$ cat config.mk
export PLATFORM = sky130hd
export DESIGN_NAME = uart_rx_cfg_flat
export DESIGN_NICKNAME = d
export VERILOG_FILES = /design/src/rtl/uart_pkg.sv /design/src/rtl/uart_rx_cfg_if.sv /design/src/rtl/uart_bit_timer.sv /design/src/rtl/uart_rx_cfg.sv /design/src/flat_wrapper.sv
export SDC_FILE = /design/constraint.sdc
export NUM_CORES = 1
export LEC_CHECK = 0
export ABC_AREA = 1
export ABC_CLOCK_PERIOD_IN_PS = 1500
export CORE_MARGIN = 1.5
export CORE_UTILIZATION = 50
export CTS_CLUSTER_DIAMETER = 120
export DETAILED_ROUTE_END_ITERATION = 10
export PLACE_DENSITY = 0.85
export SYNTH_ARGS = -nofsm -noshare
export SYNTH_HDL_FRONTEND = slang
export SYNTH_HIERARCHICAL = 1
export SYNTH_SLANG_ARGS = --single-unit
$ cat constraint.sdc
create_clock -name clk -period 1.5 [get_ports clk]
set_input_delay 0.3 -clock clk [delete_from_list [all_inputs] [get_ports clk]]
set_output_delay 0.3 -clock clk [all_outputs]
set_load 0.005 [all_outputs]
$ cat src/rtl/uart_pkg.sv
// rtl/uart_pkg.sv - shared UART types and parameter legality check
// Purpose: receiver FSM state encoding plus a legality function that both the
//          receiver and the transmitter call on their parameters.
// Ports:   none (package).
package uart_pkg;

  typedef enum logic [2:0] {
    IDLE,
    START,
    DATA,
    PARITY,
    STOP
  } rx_state_t;

  // Legal frame shapes: 5..9 data bits, at least 4 clocks per bit so the
  // half-bit start check and mid-bit sampling still have room.
  function automatic bit uart_params_ok(input int data_bits, input int baud_div);
    return (data_bits >= 5) && (data_bits <= 9) && (baud_div >= 4);
  endfunction

endpackage

$ cat src/rtl/uart_rx_cfg_if.sv
// rtl/uart_rx_cfg_if.sv - serial line and command handshake bundle for uart_rx_cfg
// Purpose: groups the RX line, the consumer ack and the received word/flags.
// Ports (signals):
//   RX       line into the receiver, idles high
//   clr_rdy  consumer ack, clears rdy and ovr_err
//   rdy      received word waiting in cmd
//   cmd      last received data word (DATA_BITS wide)
//   frm_err  stop bit of last committed frame was 0
//   par_err  parity mismatch on last committed frame
//   ovr_err  frame committed while rdy was still set
// Modports: master = line driver / consumer, slave = receiver.
interface uart_rx_cfg_if #(
  parameter int DATA_BITS = 8
);

  logic                 RX;
  logic                 clr_rdy;
  logic                 rdy;
  logic [DATA_BITS-1:0] cmd;
  logic                 frm_err;
  logic                 par_err;
  logic                 ovr_err;

  modport master (
    output RX, clr_rdy,
    input  rdy, cmd, frm_err, par_err, ovr_err
  );

  modport slave (
    input  RX, clr_rdy,
    output rdy, cmd, frm_err, par_err, ovr_err
  );

endinterface

$ cat src/rtl/uart_bit_timer.sv
// rtl/uart_bit_timer.sv - bit-period down-counter shared by UART rx and tx
// Purpose: ticks when the counter reaches zero; reloads itself on tick so
//          consecutive ticks are BAUD_DIV clocks apart.
// Ports:
//   clk, rst_n  clock, asynchronous active-low reset
//   load_half_i restart so the next tick lands BAUD_DIV/2 + 1 clocks later
//   load_full_i restart so the next tick lands BAUD_DIV clocks later
//   tick_o      counter is zero this cycle
module uart_bit_timer #(
  parameter int BAUD_DIV = 109
) (
  input  logic clk,
  input  logic rst_n,
  input  logic load_half_i,
  input  logic load_full_i,
  output logic tick_o
);

  localparam int CW = $clog2(BAUD_DIV + 1);
  localparam logic [CW-1:0] HALF_LOAD = CW'(BAUD_DIV / 2);
  // Zero is a counted state, so a full period reloads with BAUD_DIV-1.
  localparam logic [CW-1:0] FULL_LOAD = CW'(BAUD_DIV - 1);

  logic [CW-1:0] cnt_q;
  logic [CW-1:0] cnt_d;

  assign tick_o = (cnt_q == '0);

  always_comb begin
    cnt_d = cnt_q - 1'b1;
    if (load_half_i) begin
      cnt_d = HALF_LOAD;
    end else if (load_full_i || tick_o) begin
      cnt_d = FULL_LOAD;
    end
  end

  always_ff @(posedge clk or negedge rst_n) begin
    if (!rst_n) begin
      cnt_q <= '0;
    end else begin
      cnt_q <= cnt_d;
    end
  end

endmodule

$ cat src/rtl/uart_rx_cfg.sv
// rtl/uart_rx_cfg.sv - parametrised UART receiver for the command path
// Purpose: synchronises RX, rejects short start glitches, samples each bit
//          mid-period and commits data plus framing/parity/overrun flags.
// Ports:
//   clk, rst_n  clock, asynchronous active-low reset
//   bus         uart_rx_cfg_if.slave (RX, clr_rdy in; rdy, cmd, *_err out)
module uart_rx_cfg #(
  parameter int DATA_BITS  = 8,
  parameter int BAUD_DIV   = 109,
  parameter int PARITY_EN  = 0,
  parameter int PARITY_ODD = 0,
  parameter int LSB_FIRST  = 1
) (
  input  logic         clk,
  input  logic         rst_n,
  uart_rx_cfg_if.slave bus
);

  import uart_pkg::*;

  if (!uart_params_ok(DATA_BITS, BAUD_DIV)) begin : g_bad_params
    $error("uart_rx_cfg: illegal DATA_BITS/BAUD_DIV");
  end

  localparam int BW = $clog2(DATA_BITS + 1);

  rx_state_t            state_q, state_d;
  logic [BW-1:0]        bit_cnt_q, bit_cnt_d;
  logic [DATA_BITS-1:0] shift_q, shift_d;
  logic [DATA_BITS-1:0] cmd_q, cmd_d;
  logic                 par_mis_q, par_mis_d;
  logic                 rdy_q, rdy_d;
  logic                 frm_q, frm_d;
  logic                 par_q, par_d;
  logic                 ovr_q, ovr_d;
  logic                 rx_meta_q, rx_s_q, rx_prev_q;
  logic                 load_half, load_full, tick;
  logic                 start_edge, par_exp;

  // Two-flop synchroniser; rx_prev_q holds last cycle's rx_s for edge detect.
  always_ff @(posedge clk or negedge rst_n) begin
    if (!rst_n) begin
      rx_meta_q <= 1'b1;
      rx_s_q    <= 1'b1;
      rx_prev_q <= 1'b1;
    end else begin
      rx_meta_q <= bus.RX;
      rx_s_q    <= rx_meta_q;
      rx_prev_q <= rx_s_q;
    end
  end

  assign start_edge = rx_prev_q & ~rx_s_q;
  assign par_exp    = (PARITY_ODD != 0) ? ~(^shift_q) : ^shift_q;

  uart_bit_timer #(.BAUD_DIV(BAUD_DIV)) u_timer (
    .clk         (clk),
    .rst_n       (rst_n),
    .load_half_i (load_half),
    .load_full_i (load_full),
    .tick_o      (tick)
  );

  always_comb begin
    state_d   = state_q;
    bit_cnt_d = bit_cnt_q;
    shift_d   = shift_q;
    cmd_d     = cmd_q;
    par_mis_d = par_mis_q;
    rdy_d     = rdy_q;
    frm_d     = frm_q;
    par_d     = par_q;
    ovr_d     = ovr_q;
    load_half = 1'b0;
    load_full = 1'b0;

    if (bus.clr_rdy) begin
      rdy_d = 1'b0;
      ovr_d = 1'b0;
    end

    case (state_q)
      IDLE: begin
        if (start_edge) begin
          load_half = 1'b1;
          state_d   = START;
        end
      end
      START: begin
        if (tick) begin
          if (rx_s_q) begin
            state_d = IDLE;      // line back high at mid start bit: glitch
          end else begin
            load_full = 1'b1;
            bit_cnt_d = '0;
            state_d   = DATA;
          end
        end
      end
      DATA: begin
        if (tick) begin
          if (LSB_FIRST != 0) begin
            shift_d = {rx_s_q, shift_q[DATA_BITS-1:1]};
          end else begin
            shift_d = {shift_q[DATA_BITS-2:0], rx_s_q};
          end
          bit_cnt_d = bit_cnt_q + 1'b1;
          if (bit_cnt_q == BW'(DATA_BITS - 1)) begin
            if (PARITY_EN != 0) begin
              state_d = PARITY;
            end else begin
              state_d = STOP;
            end
          end
        end
      end
      PARITY: begin
        if (tick) begin
          par_mis_d = rx_s_q ^ par_exp;
          state_d   = STOP;
        end
      end
      STOP: begin
        if (tick) begin
          cmd_d   = shift_q;
          frm_d   = ~rx_s_q;
          par_d   = (PARITY_EN != 0) ? par_mis_q : 1'b0;
          rdy_d   = 1'b1;
          // A same-cycle ack consumed the previous word, so no overrun.
          ovr_d   = bus.clr_rdy ? 1'b0 : (ovr_q | rdy_q);
          state_d = IDLE;
        end
      end
      default: state_d = IDLE;
    endcase
  end

  always_ff @(posedge clk or negedge rst_n) begin
    if (!rst_n) begin
      state_q   <= IDLE;
      bit_cnt_q <= '0;
      shift_q   <= '0;
      cmd_q     <= '0;
      par_mis_q <= 1'b0;
      rdy_q     <= 1'b0;
      frm_q     <= 1'b0;
      par_q     <= 1'b0;
      ovr_q     <= 1'b0;
    end else begin
      state_q   <= state_d;
      bit_cnt_q <= bit_cnt_d;
      shift_q   <= shift_d;
      cmd_q     <= cmd_d;
      par_mis_q <= par_mis_d;
      rdy_q     <= rdy_d;
      frm_q     <= frm_d;
      par_q     <= par_d;
      ovr_q     <= ovr_d;
    end
  end

  assign bus.rdy     = rdy_q;
  assign bus.cmd     = cmd_q;
  assign bus.frm_err = frm_q;
  assign bus.par_err = par_q;
  assign bus.ovr_err = ovr_q;

endmodule

$ cat src/flat_wrapper.sv
// flat-port wrapper written by rule: the top's interface ports become plain ports
module uart_rx_cfg_flat import uart_pkg::*;
#(
  parameter int DATA_BITS  = 8,
  parameter int BAUD_DIV   = 109,
  parameter int PARITY_EN  = 0,
  parameter int PARITY_ODD = 0,
  parameter int LSB_FIRST  = 1
)
  (clk, rst_n, bus_RX, bus_clr_rdy, bus_rdy, bus_cmd, bus_frm_err, bus_par_err, bus_ovr_err);
  uart_rx_cfg_if #(.DATA_BITS(DATA_BITS)) bus_i ();
  input  logic clk;
  input  logic rst_n;
  input wire logic [$bits(bus_i.RX)-1:0] bus_RX;
  input wire logic [$bits(bus_i.clr_rdy)-1:0] bus_clr_rdy;
  output wire logic [$bits(bus_i.rdy)-1:0] bus_rdy;
  output wire logic [$bits(bus_i.cmd)-1:0] bus_cmd;
  output wire logic [$bits(bus_i.frm_err)-1:0] bus_frm_err;
  output wire logic [$bits(bus_i.par_err)-1:0] bus_par_err;
  output wire logic [$bits(bus_i.ovr_err)-1:0] bus_ovr_err;
  assign bus_i.RX = bus_RX;
  assign bus_i.clr_rdy = bus_clr_rdy;
  assign bus_rdy = bus_i.rdy;
  assign bus_cmd = bus_i.cmd;
  assign bus_frm_err = bus_i.frm_err;
  assign bus_par_err = bus_i.par_err;
  assign bus_ovr_err = bus_i.ovr_err;
  uart_rx_cfg #(.DATA_BITS(DATA_BITS), .BAUD_DIV(BAUD_DIV), .PARITY_EN(PARITY_EN), .PARITY_ODD(PARITY_ODD), .LSB_FIRST(LSB_FIRST)) u_core (.clk(clk), .rst_n(rst_n), .bus(bus_i));
endmodule
==> results of run 1 <==
==> worst max-delay path, stage by stage, from the launching register on <==
cell                      delay (ns)
sky130_fd_sc_hd__dfrtp_1        0.41
sky130_fd_sc_hd__inv_2          0.09
sky130_fd_sc_hd__ha_4           0.13
sky130_fd_sc_hd__inv_2          0.03
sky130_fd_sc_hd__nor2_2         0.08
sky130_fd_sc_hd__nand3_2        0.10
sky130_fd_sc_hd__inv_4          0.10
sky130_fd_sc_hd__buf_12         0.12
sky130_fd_sc_hd__nand2_4        0.05
sky130_fd_sc_hd__buf_4          0.16
sky130_fd_sc_hd__nand3_1        0.08
sky130_fd_sc_hd__nand2_1        0.06
==> area by class of cell <==
type                    instances  area [µm²]  share of cell area (%)
clock inverters                 1        7.51                   0.354
repair buffers                 29         264                    12.4
multi-input cells             117         724                    34.2
well taps                      46        57.6                    2.71
inverters                      28         108                    5.07
flip-flops and latches         36         905                    42.7
clock buffers                   7        55.1                    2.60
==> worst paths after layout <==
kind | from | to | slack, ns | depth (start not counted)
min reg2reg | u_core/rx_meta_q$_DFF_PN1_ | u_core/rx_s_q$_DFF_PN1_ | 0.36 | 0
max reg2reg | u_core/u_timer/cnt_q[1]$_DFF_PN0_ | u_core/bit_cnt_q[2]$_DFFE_PN0P_ | 0.005 | 11
max in group asynchronous | rst_n | u_core/rx_s_q$_DFF_PN1_ | 0.93 | 2
min | rst_n | u_core/bus.cmd[1]$_DFFE_PN0P_ | 0.31 | 2
max | u_core/u_timer/cnt_q[1]$_DFF_PN0_ | u_core/bit_cnt_q[2]$_DFFE_PN0P_ | 0.005 | 11
min in group clk | bus_RX | u_core/rx_meta_q$_DFF_PN1_ | 0.36 | 1
==> power by group through the flow <==
stage	clock network [µW]	logic, µW	registers, µW
floorplan	0	328	1170
global placement	0	466	1180
detailed placement	0	487	1180
CTS	561	567	1170
global route	604	669	1180
finish	545	585	1170
==> routing by layer <==
layer / wire length [µm] / vias up / GRT usage (%)
met5: 0 / - / 0
met2: 1580 / 20 / 31.0
met4: 61 / 0 / 7.60
li1: - / 644 / -
met1: 1300 / 606 / 21.9
met3: 94 / 5 / 6.83
==> sequential cells by signal, indices dropped and copies added, names as in the netlist <==
name and count:
u_core/bit_cnt_q 4, u_core/bus.cmd 8, u_core/bus.frm_err 1, u_core/bus.ovr_err 1, u_core/bus.rdy 1, u_core/rx_meta_q 1
u_core/rx_prev_q 1, u_core/rx_s_q 1, u_core/shift_q 8, u_core/state_q 3, u_core/u_timer/cnt_q 7
==> layout by cell type, fill, tap and decap left out <==
cell and instances:
sky130_fd_sc_hd__nand4_1 3, sky130_fd_sc_hd__inv_1 19, sky130_fd_sc_hd__dfstp_2 3, sky130_fd_sc_hd__nand2_2 4, sky130_fd_sc_hd__nand2_4 3, sky130_fd_sc_hd__nand3_2 4
sky130_fd_sc_hd__dlygate4sd2_1 11, sky130_fd_sc_hd__nand2_1 42, sky130_fd_sc_hd__or2_0 1, sky130_fd_sc_hd__buf_12 2, sky130_fd_sc_hd__inv_4 1, sky130_fd_sc_hd__xor2_1 2
sky130_fd_sc_hd__nor2_1 8, sky130_fd_sc_hd__clkbuf_8 1, sky130_fd_sc_hd__clkbuf_4 5, sky130_fd_sc_hd__o21ai_0 2, sky130_fd_sc_hd__a21oi_2 2, sky130_fd_sc_hd__ha_1 2
sky130_fd_sc_hd__nand2_8 1, sky130_fd_sc_hd__clkinvlp_4 1, sky130_fd_sc_hd__buf_4 13, sky130_fd_sc_hd__nor2_2 4, sky130_fd_sc_hd__xnor2_1 1, sky130_fd_sc_hd__nor2_4 2
sky130_fd_sc_hd__or2_1 1, sky130_fd_sc_hd__clkbuf_1 1, sky130_fd_sc_hd__clkdlybuf4s50_1 3, sky130_fd_sc_hd__inv_2 8, sky130_fd_sc_hd__o21ai_2 17, sky130_fd_sc_hd__nor3_1 2
sky130_fd_sc_hd__nand3_1 12, sky130_fd_sc_hd__o21ai_1 1, sky130_fd_sc_hd__conb_1 1, sky130_fd_sc_hd__dfrtp_1 33, sky130_fd_sc_hd__ha_4 1, sky130_fd_sc_hd__nand3b_1 1
==> stage by stage <==
step / power [µW] / worst slack [ns]
after floorplan: 1490 / 0.00518
after global placement: 1640 / -0.0473
after detailed placement: 1670 / -0.108
after CTS: 2300 / 0.00236
after global routing: 2460 / -0.105
final: 2300 / 0.00458
==> timing repair <==
action                                  4_1_cts  5_1_grt
gates resized for setup                      26        5
setup buffers                                 2        1
pin swaps                                     5        3
endpoints found under the setup margin       43       31
==> kinds of logic after synthesis <==
family	count (synthesis)	synth area share, %
buf+inv	33	9.42
flops	36	52.4
other cells	1	0.217
simple gates	88	24.4
compound gates	22	9.85
fa+ha+maj	3	2.17
xor+xnor	3	1.52
==> results.rst, run 1 <==
.. list-table::
   :header-rows: 1

   * - Metric
     - Value
   * - Layout area overhead
     - 22.8%
   * - Crit. End Element
     - flip-flop
   * - Post-DRT Antenna Nets
     - 0
   * - Grt total ovfl
     - 0
   * - Power Density
     - between 1000 and 1500 nW/µm²
   * - TNS Setup
     - 0 ns
   * - Number of synthesis warnings
     - 6
   * - Final-layout fill cell count
     - ~280
   * - Final cell utilization of the core
     - between 60 and 70%
   * - GP Congestion
     - between 0.8 and 0.9
   * - Number of clock sinks seen by CTS
     - 36
   * - Ratio of routed vias to standard cells
     - between 4 and 5
   * - Cell-internal power
     - ~1600 µW
   * - Cell Area, Synth
     - ~1700 µm²
   * - Synthesized netlist net count
     - between 150 and 200
   * - Number of nets in the finished design
     - about 220
   * - Part of the cycle the worst path needs
     - between 90 and 100%
   * - Pin count of the biggest net entering global routing
     - 37
   * - Count of mapped cells out of synthesis
     - around 190
   * - DRT Wirelength
     - 3.04 mm
   * - Max Clock Freq
     - 0.669 GHz
   * - Post-route standard cell area excluding fillers
     - roughly 2100 µm²
   * - Total of endpoints with negative setup slack in the final report
     - 0
   * - Slew Viols, Final
     - 0
   * - Count of buffers inserted at the top-level ports
     - 14
   * - Clock root buffer
     - sky130_fd_sc_hd__clkbuf_4
   * - Residual DRC count
     - 0
   * - Top-count cell post-synth
     - sky130_fd_sc_hd__nand2_1
   * - Required time at the worst-slack endpoint
     - 1.74 ns
   * - Final number of hold-violating endpoints
     - 0
   * - Static leakage power
     - around 0.0011 µW
   * - Proportion of layout cells with a drive suffix above 1
     - between 30 and 40%
   * - Max Fanout on Critical Path
     - 5
   * - Max capacitance violation total
     - 0
   * - Wire length of the first global-routing pass
     - 5.00 mm
   * - Post-placement cell count
     - between 200 and 300
   * - Setup repair after global routing missed its margin
     - yes
   * - Ant diodes
     - 0
   * - Switching part of the total power
     - a little under a third
   * - Detailed-placement wirelength estimate
     - about 2.1 mm
   * - Clock slew seen by the registers of the worst setup and hold paths
     - between 0.1 and 0.15 ns
   * - Maximum count of clock buffers along a single path
     - 2
   * - Hold-fix buffer count after cts
     - 0
   * - Async set-reset flop share out of synthesis
     - between 90% and 100%
   * - Comb pwr share
     - between 20% and 30%
   * - Placed inst area
     - roughly 2000 µm²
   * - Number of iterations in the first detailed-routing pass
     - 4
   * - Startpoint type of the worst setup path
     - flip-flop
   * - Share of the yosys chip area belonging to registers
     - 52.4%
   * - H-Tree Depth
     - 2
   * - Die boundary height
     - ~62 µm
   * - Worst hold margin
     - between 0.3 and 0.4 ns
   * - Die Footprint
     - about 3800 µm²
   * - Initial antenna violation count
     - 0
   * - Number of global-route vias before repair
     - about 1.2k
   * - Area leader, netlist
     - sky130_fd_sc_hd__dfrtp_1
   * - Die width
     - between 60 and 70 µm
   * - Worst setup skew after layout
     - 0.0150 ns
   * - Clock tree from TritonCTS
     - built
   * - Psw
     - about 730 µW
   * - Result of the run
     - completed
   * - Total global-route track usage
     - a little under a fifth
   * - Num ports
     - 16
   * - Layout Cells excl Fill
     - ~260
   * - Maximum VDD drop
     - between 700 and 800 µV
   * - Number of DRC violations after detailed-routing iteration 0
     - approximately 110
   * - Crit Path Category
     - reg -> reg
   * - Initial core utilization
     - roughly half
   * - Class of the worst hold path
     - in -> async
   * - Worst-skew pair later-pin latency
     - approximately 0.34 ns
   * - Placement Rows
     - 21
   * - Synth top cells by count
     - 45 x sky130_fd_sc_hd__nand2_1, 33 x sky130_fd_sc_hd__dfrtp_1, 25 x sky130_fd_sc_hd__inv_1
   * - Yosys top cell area share
     - between 40% and 50%
   * - Clk network pwr share
     - a little under a quarter
   * - Average wire per standard cell
     - 11.5 µm
   * - Unique masters post-synth
     - 28
   * - Per-instance average area after synthesis
     - between 9 and 10 µm²
   * - Arrival time worst endpoint
     - 1.74 ns
   * - Number of buffers inserted during clock tree synthesis
     - 5
   * - Reg power frac
     - 51.0%
   * - Register bit count reported by yosys
     - 36
   * - Total via count after detailed routing
     - around 1.3k
   * - Leading register cell type out of synthesis
     - sky130_fd_sc_hd__dfrtp_1
   * - Core box area
     - around 3300 µm²
   * - Top cells by area in the synthesized netlist
     - sky130_fd_sc_hd__dfrtp_1 48%, sky130_fd_sc_hd__nand2_1 9.8%, sky130_fd_sc_hd__o21ai_2 8.1%, sky130_fd_sc_hd__inv_1 5.4%, sky130_fd_sc_hd__dfstp_2 4.6%
   * - Final Critical Period
     - 1.50 ns
   * - EDFF count, synth
     - 0
Note: power is estimated with default switching activity, not from simulation.
==> run 2, diff against run 1 <==
- GPL_TIMING_DRIVEN: not set -> 0
- PLACE_DENSITY: 0.85 -> 0.75
==> run 2 against run 1 <==
Against the previous run: the flow now finishes with violations (setup timing); clock power is 7.5% higher; global-route usage rose by 2.1 points; sequential share of layout area fell by 3.9 points; routed wire length increased by 25%; maximum frequency down 3.9%; flip-flop and latch count stayed put; cell area grew 10%; utilization increased by 6.3 points; total power increased by 0.18%; clock-buffer cell count increased by 1; first-iteration DRC count down 52%; largest cell class unchanged; highest routed layer unchanged.
==> results.rst, run 2 (synthesis results as in run 1) <==
.. list-table::
   :header-rows: 1

   * - Metric
     - Value
   * - Number of global-route vias before repair
     - ~1.3k
   * - Power Density
     - ~990 nW/µm²
   * - Post-route standard cell area excluding fillers
     - 2330 µm²
   * - Part of the cycle the worst path needs
     - 104%
   * - Ratio of routed vias to standard cells
     - 4.99
   * - Leading cell type in the layout, fill and taps excluded
     - sky130_fd_sc_hd__nand2_1
   * - Count of buffers inserted at the top-level ports
     - 14
   * - Clock root buffer
     - sky130_fd_sc_hd__clkbuf_4
   * - Post-placement cell count
     - between 200 and 250
   * - Max Clock Freq
     - around 0.64 GHz
   * - Class of the worst hold path
     - in -> async
   * - Number of clock sinks seen by CTS
     - 36
   * - Number of buffers inserted during clock tree synthesis
     - 5
   * - Residual DRC count
     - 0
   * - Reg power frac
     - about 51%
   * - Number of DRC violations after detailed-routing iteration 0
     - 54
   * - Post-place setup slack
     - -0.207 ns
   * - Crit. End Element
     - flip-flop
   * - Final critical-path setup slack
     - -0.0561 ns
   * - Capture instance of the worst register-to-register path
     - u_core/shift_q[4]$_DFFE_PN0P_
   * - Placement Rows
     - 21
   * - Final cell utilization of the core
     - between 60% and 70%
   * - Cell-internal power
     - 1570 µW
   * - Max-slew headroom
     - between 40% and 50%
   * - Startpoint type of the worst setup path
     - flip-flop
   * - Static leakage power
     - 0.00120 µW
   * - Psw
     - around 740 µW
   * - Maximum VDD drop
     - approximately 550 µV
   * - Wire length of the first global-routing pass
     - approximately 5.7 mm
   * - Highest-count cells in the layout ignoring fill and taps
     - 36 x sky130_fd_sc_hd__nand2_1, 33 x sky130_fd_sc_hd__dfrtp_1, 18 x sky130_fd_sc_hd__inv_1
   * - Maximum count of clock buffers along a single path
     - 2
   * - Slew Viols, Final
     - 0
   * - Result of the run
     - finished, violations left
   * - Start of the worst register-to-register path
     - u_core/u_timer/cnt_q[1]$_DFF_PN0_
   * - Proportion of layout cells with a drive suffix above 1
     - between 40 and 50%
   * - Total via count after detailed routing
     - approximately 1.3k
   * - R2r setup slk
     - -0.06 ns
   * - Worst R2R Path Depth
     - 11
   * - Hold-fix buffer count after cts
     - 0
   * - Layout Cells excl Fill
     - between 200 and 300
   * - Initial antenna violation count
     - 0
   * - Arrival time worst endpoint
     - about 1.8 ns
   * - Number of iterations in the first detailed-routing pass
     - 4
   * - Total global-route track usage
     - roughly 21%
   * - Core box area
     - between 3000 and 4000 µm²
   * - Initial core utilization
     - between 50% and 60%
   * - Die boundary height
     - 61.8 µm
   * - Crit Path Category
     - reg -> reg
   * - Detailed-placement wirelength estimate
     - around 2.3 mm
   * - Worst-skew pair later-pin latency
     - approximately 0.33 ns
   * - Setup repair after global routing missed its margin
     - yes
   * - Final number of hold-violating endpoints
     - 0
   * - Ant diodes
     - 0
   * - Worst setup skew after layout
     - just under 0.009 ns
   * - Die Footprint
     - ~3800 µm²
   * - Slew of the pin with the lowest slew margin
     - 0.791 ns
   * - Final Critical Period
     - about 1.6 ns
   * - Pin count of the biggest net entering global routing
     - 37
   * - Number of nets in the finished design
     - 230
   * - Die width
     - ~62 µm
   * - Max capacitance violation total
     - 0
   * - GP Congestion
     - 0.762
   * - Max Fanout on Critical Path
     - 6
   * - H-Tree Depth
     - 2
   * - Clk network pwr share
     - 25.4%
   * - Clock slew seen by the registers of the worst setup and hold paths
     - ~0.11 ns
   * - Total of endpoints with negative setup slack in the final report
     - 27
   * - Average wire per standard cell
     - approximately 14 µm
   * - Placed inst area
     - 1930 µm²
   * - DRT Wirelength
     - ~3.8 mm
   * - Comb pwr share
     - between 20% and 30%
   * - Required time at the worst-slack endpoint
     - about 1.7 ns
   * - Failing checks
     - setup timing
   * - Layout area overhead
     - 35.1%
   * - Switching part of the total power
     - between 30% and 40%
   * - Clock tree from TritonCTS
     - built
   * - Grt total ovfl
     - 0
   * - Post-DRT Antenna Nets
     - 0
   * - Num ports
     - 16
-- run 2: cell types whose count changed in the layout (fill, tap and decap cells not counted), moves of 3 or more --
cell / previous run / this run
sky130_fd_sc_hd__clkbuf_16: 0 / 3
sky130_fd_sc_hd__dlygate4sd2_1: 11 / 7
sky130_fd_sc_hd__dlymetal6s2s_1: 0 / 4
sky130_fd_sc_hd__nand2_1: 42 / 36
sky130_fd_sc_hd__nand2_4: 3 / 7
sky130_fd_sc_hd__nand3_1: 12 / 9
sky130_fd_sc_hd__nand3_2: 4 / 7
sky130_fd_sc_hd__nor2_1: 8 / 5
-- run 2: timing repair --
item                       in CTS  in global routing
gates resized for setup        16                 42
buffers inserted                9                  4
cloned                          0                  3
pin swaps                       2                 10
setup endpoints to repair      40                 37
-- run 2: final cells by class --
cell class	count	area, µm²
plain buffers	5	82.6
clock buffers	8	68.8
fillers	263	1000
inverters	28	108
multi-input cells	117	802
flip-flops and latches	36	905
well taps	46	57.6
repair buffers	30	309
-- run 2: power groups by stage --
stage	Sequential (µW)	Combinational, µW	Clock [µW]
4_1_cts	1170	488	606
3_5_place_dp	1190	432	0
6_report	1170	546	586
2_1_floorplan	1170	328	0
3_3_place_gp	1180	392	0
5_1_grt	1190	605	645
-- run 2: worst max path at each step --
stage | start | endpoint | cells past startpoint
floorplan | u_core/u_timer/cnt_q[0]$_DFF_PN0_ | u_core/u_timer/cnt_q[1]$_DFF_PN0_ | 12
CTS | u_core/u_timer/cnt_q[0]$_DFF_PN0_ | u_core/u_timer/cnt_q[5]$_DFF_PN0_ | 13
finish | u_core/u_timer/cnt_q[1]$_DFF_PN0_ | u_core/shift_q[4]$_DFFE_PN0P_ | 11
global route | u_core/u_timer/cnt_q[0]$_DFF_PN0_ | u_core/u_timer/cnt_q[3]$_DFF_PN0_ | 13
detailed placement | u_core/u_timer/cnt_q[0]$_DFF_PN0_ | u_core/state_q[0]$_DFFE_PN0P_ | 12
global placement | rst_n | u_core/shift_q[1]$_DFFE_PN0P_ | 1
-- run 2: critical path, cell delays in order (launching register included) --
cell	delay, ns
sky130_fd_sc_hd__dfrtp_1	0.41
sky130_fd_sc_hd__inv_2	0.09
sky130_fd_sc_hd__ha_4	0.13
sky130_fd_sc_hd__inv_2	0.03
sky130_fd_sc_hd__nor2_2	0.08
sky130_fd_sc_hd__nand3_2	0.09
sky130_fd_sc_hd__inv_2	0.09
sky130_fd_sc_hd__buf_12	0.15
sky130_fd_sc_hd__nand2_8	0.09
sky130_fd_sc_hd__clkbuf_16	0.18
sky130_fd_sc_hd__nand2_2	0.06
sky130_fd_sc_hd__o21ai_2	0.04
-- run 2: per-stage QoR --
step,hold slack [ns],power [µW],setup TNS (ns)
2_1_floorplan,0.00441,1490,0
3_3_place_gp,0.346,1570,-23.70
3_5_place_dp,0.349,1620,-4.24
4_1_cts,0.0604,2270,-0.579
5_1_grt,0.0798,2440,-3.37
6_report,0.0415,2310,-0.709
-- run 2: metal layers --
metal | share of wire, % | wire (µm) | GRT usage [%] | vias up
met5 | 0 | 0 | 0 | -
met4 | 0.53 | 20 | 8.21 | 0
met3 | 3.3 | 127 | 4.97 | 2
met2 | 55 | 2090 | 36.8 | 21
met1 | 41 | 1570 | 24.1 | 668
li1 | - | - | - | 657
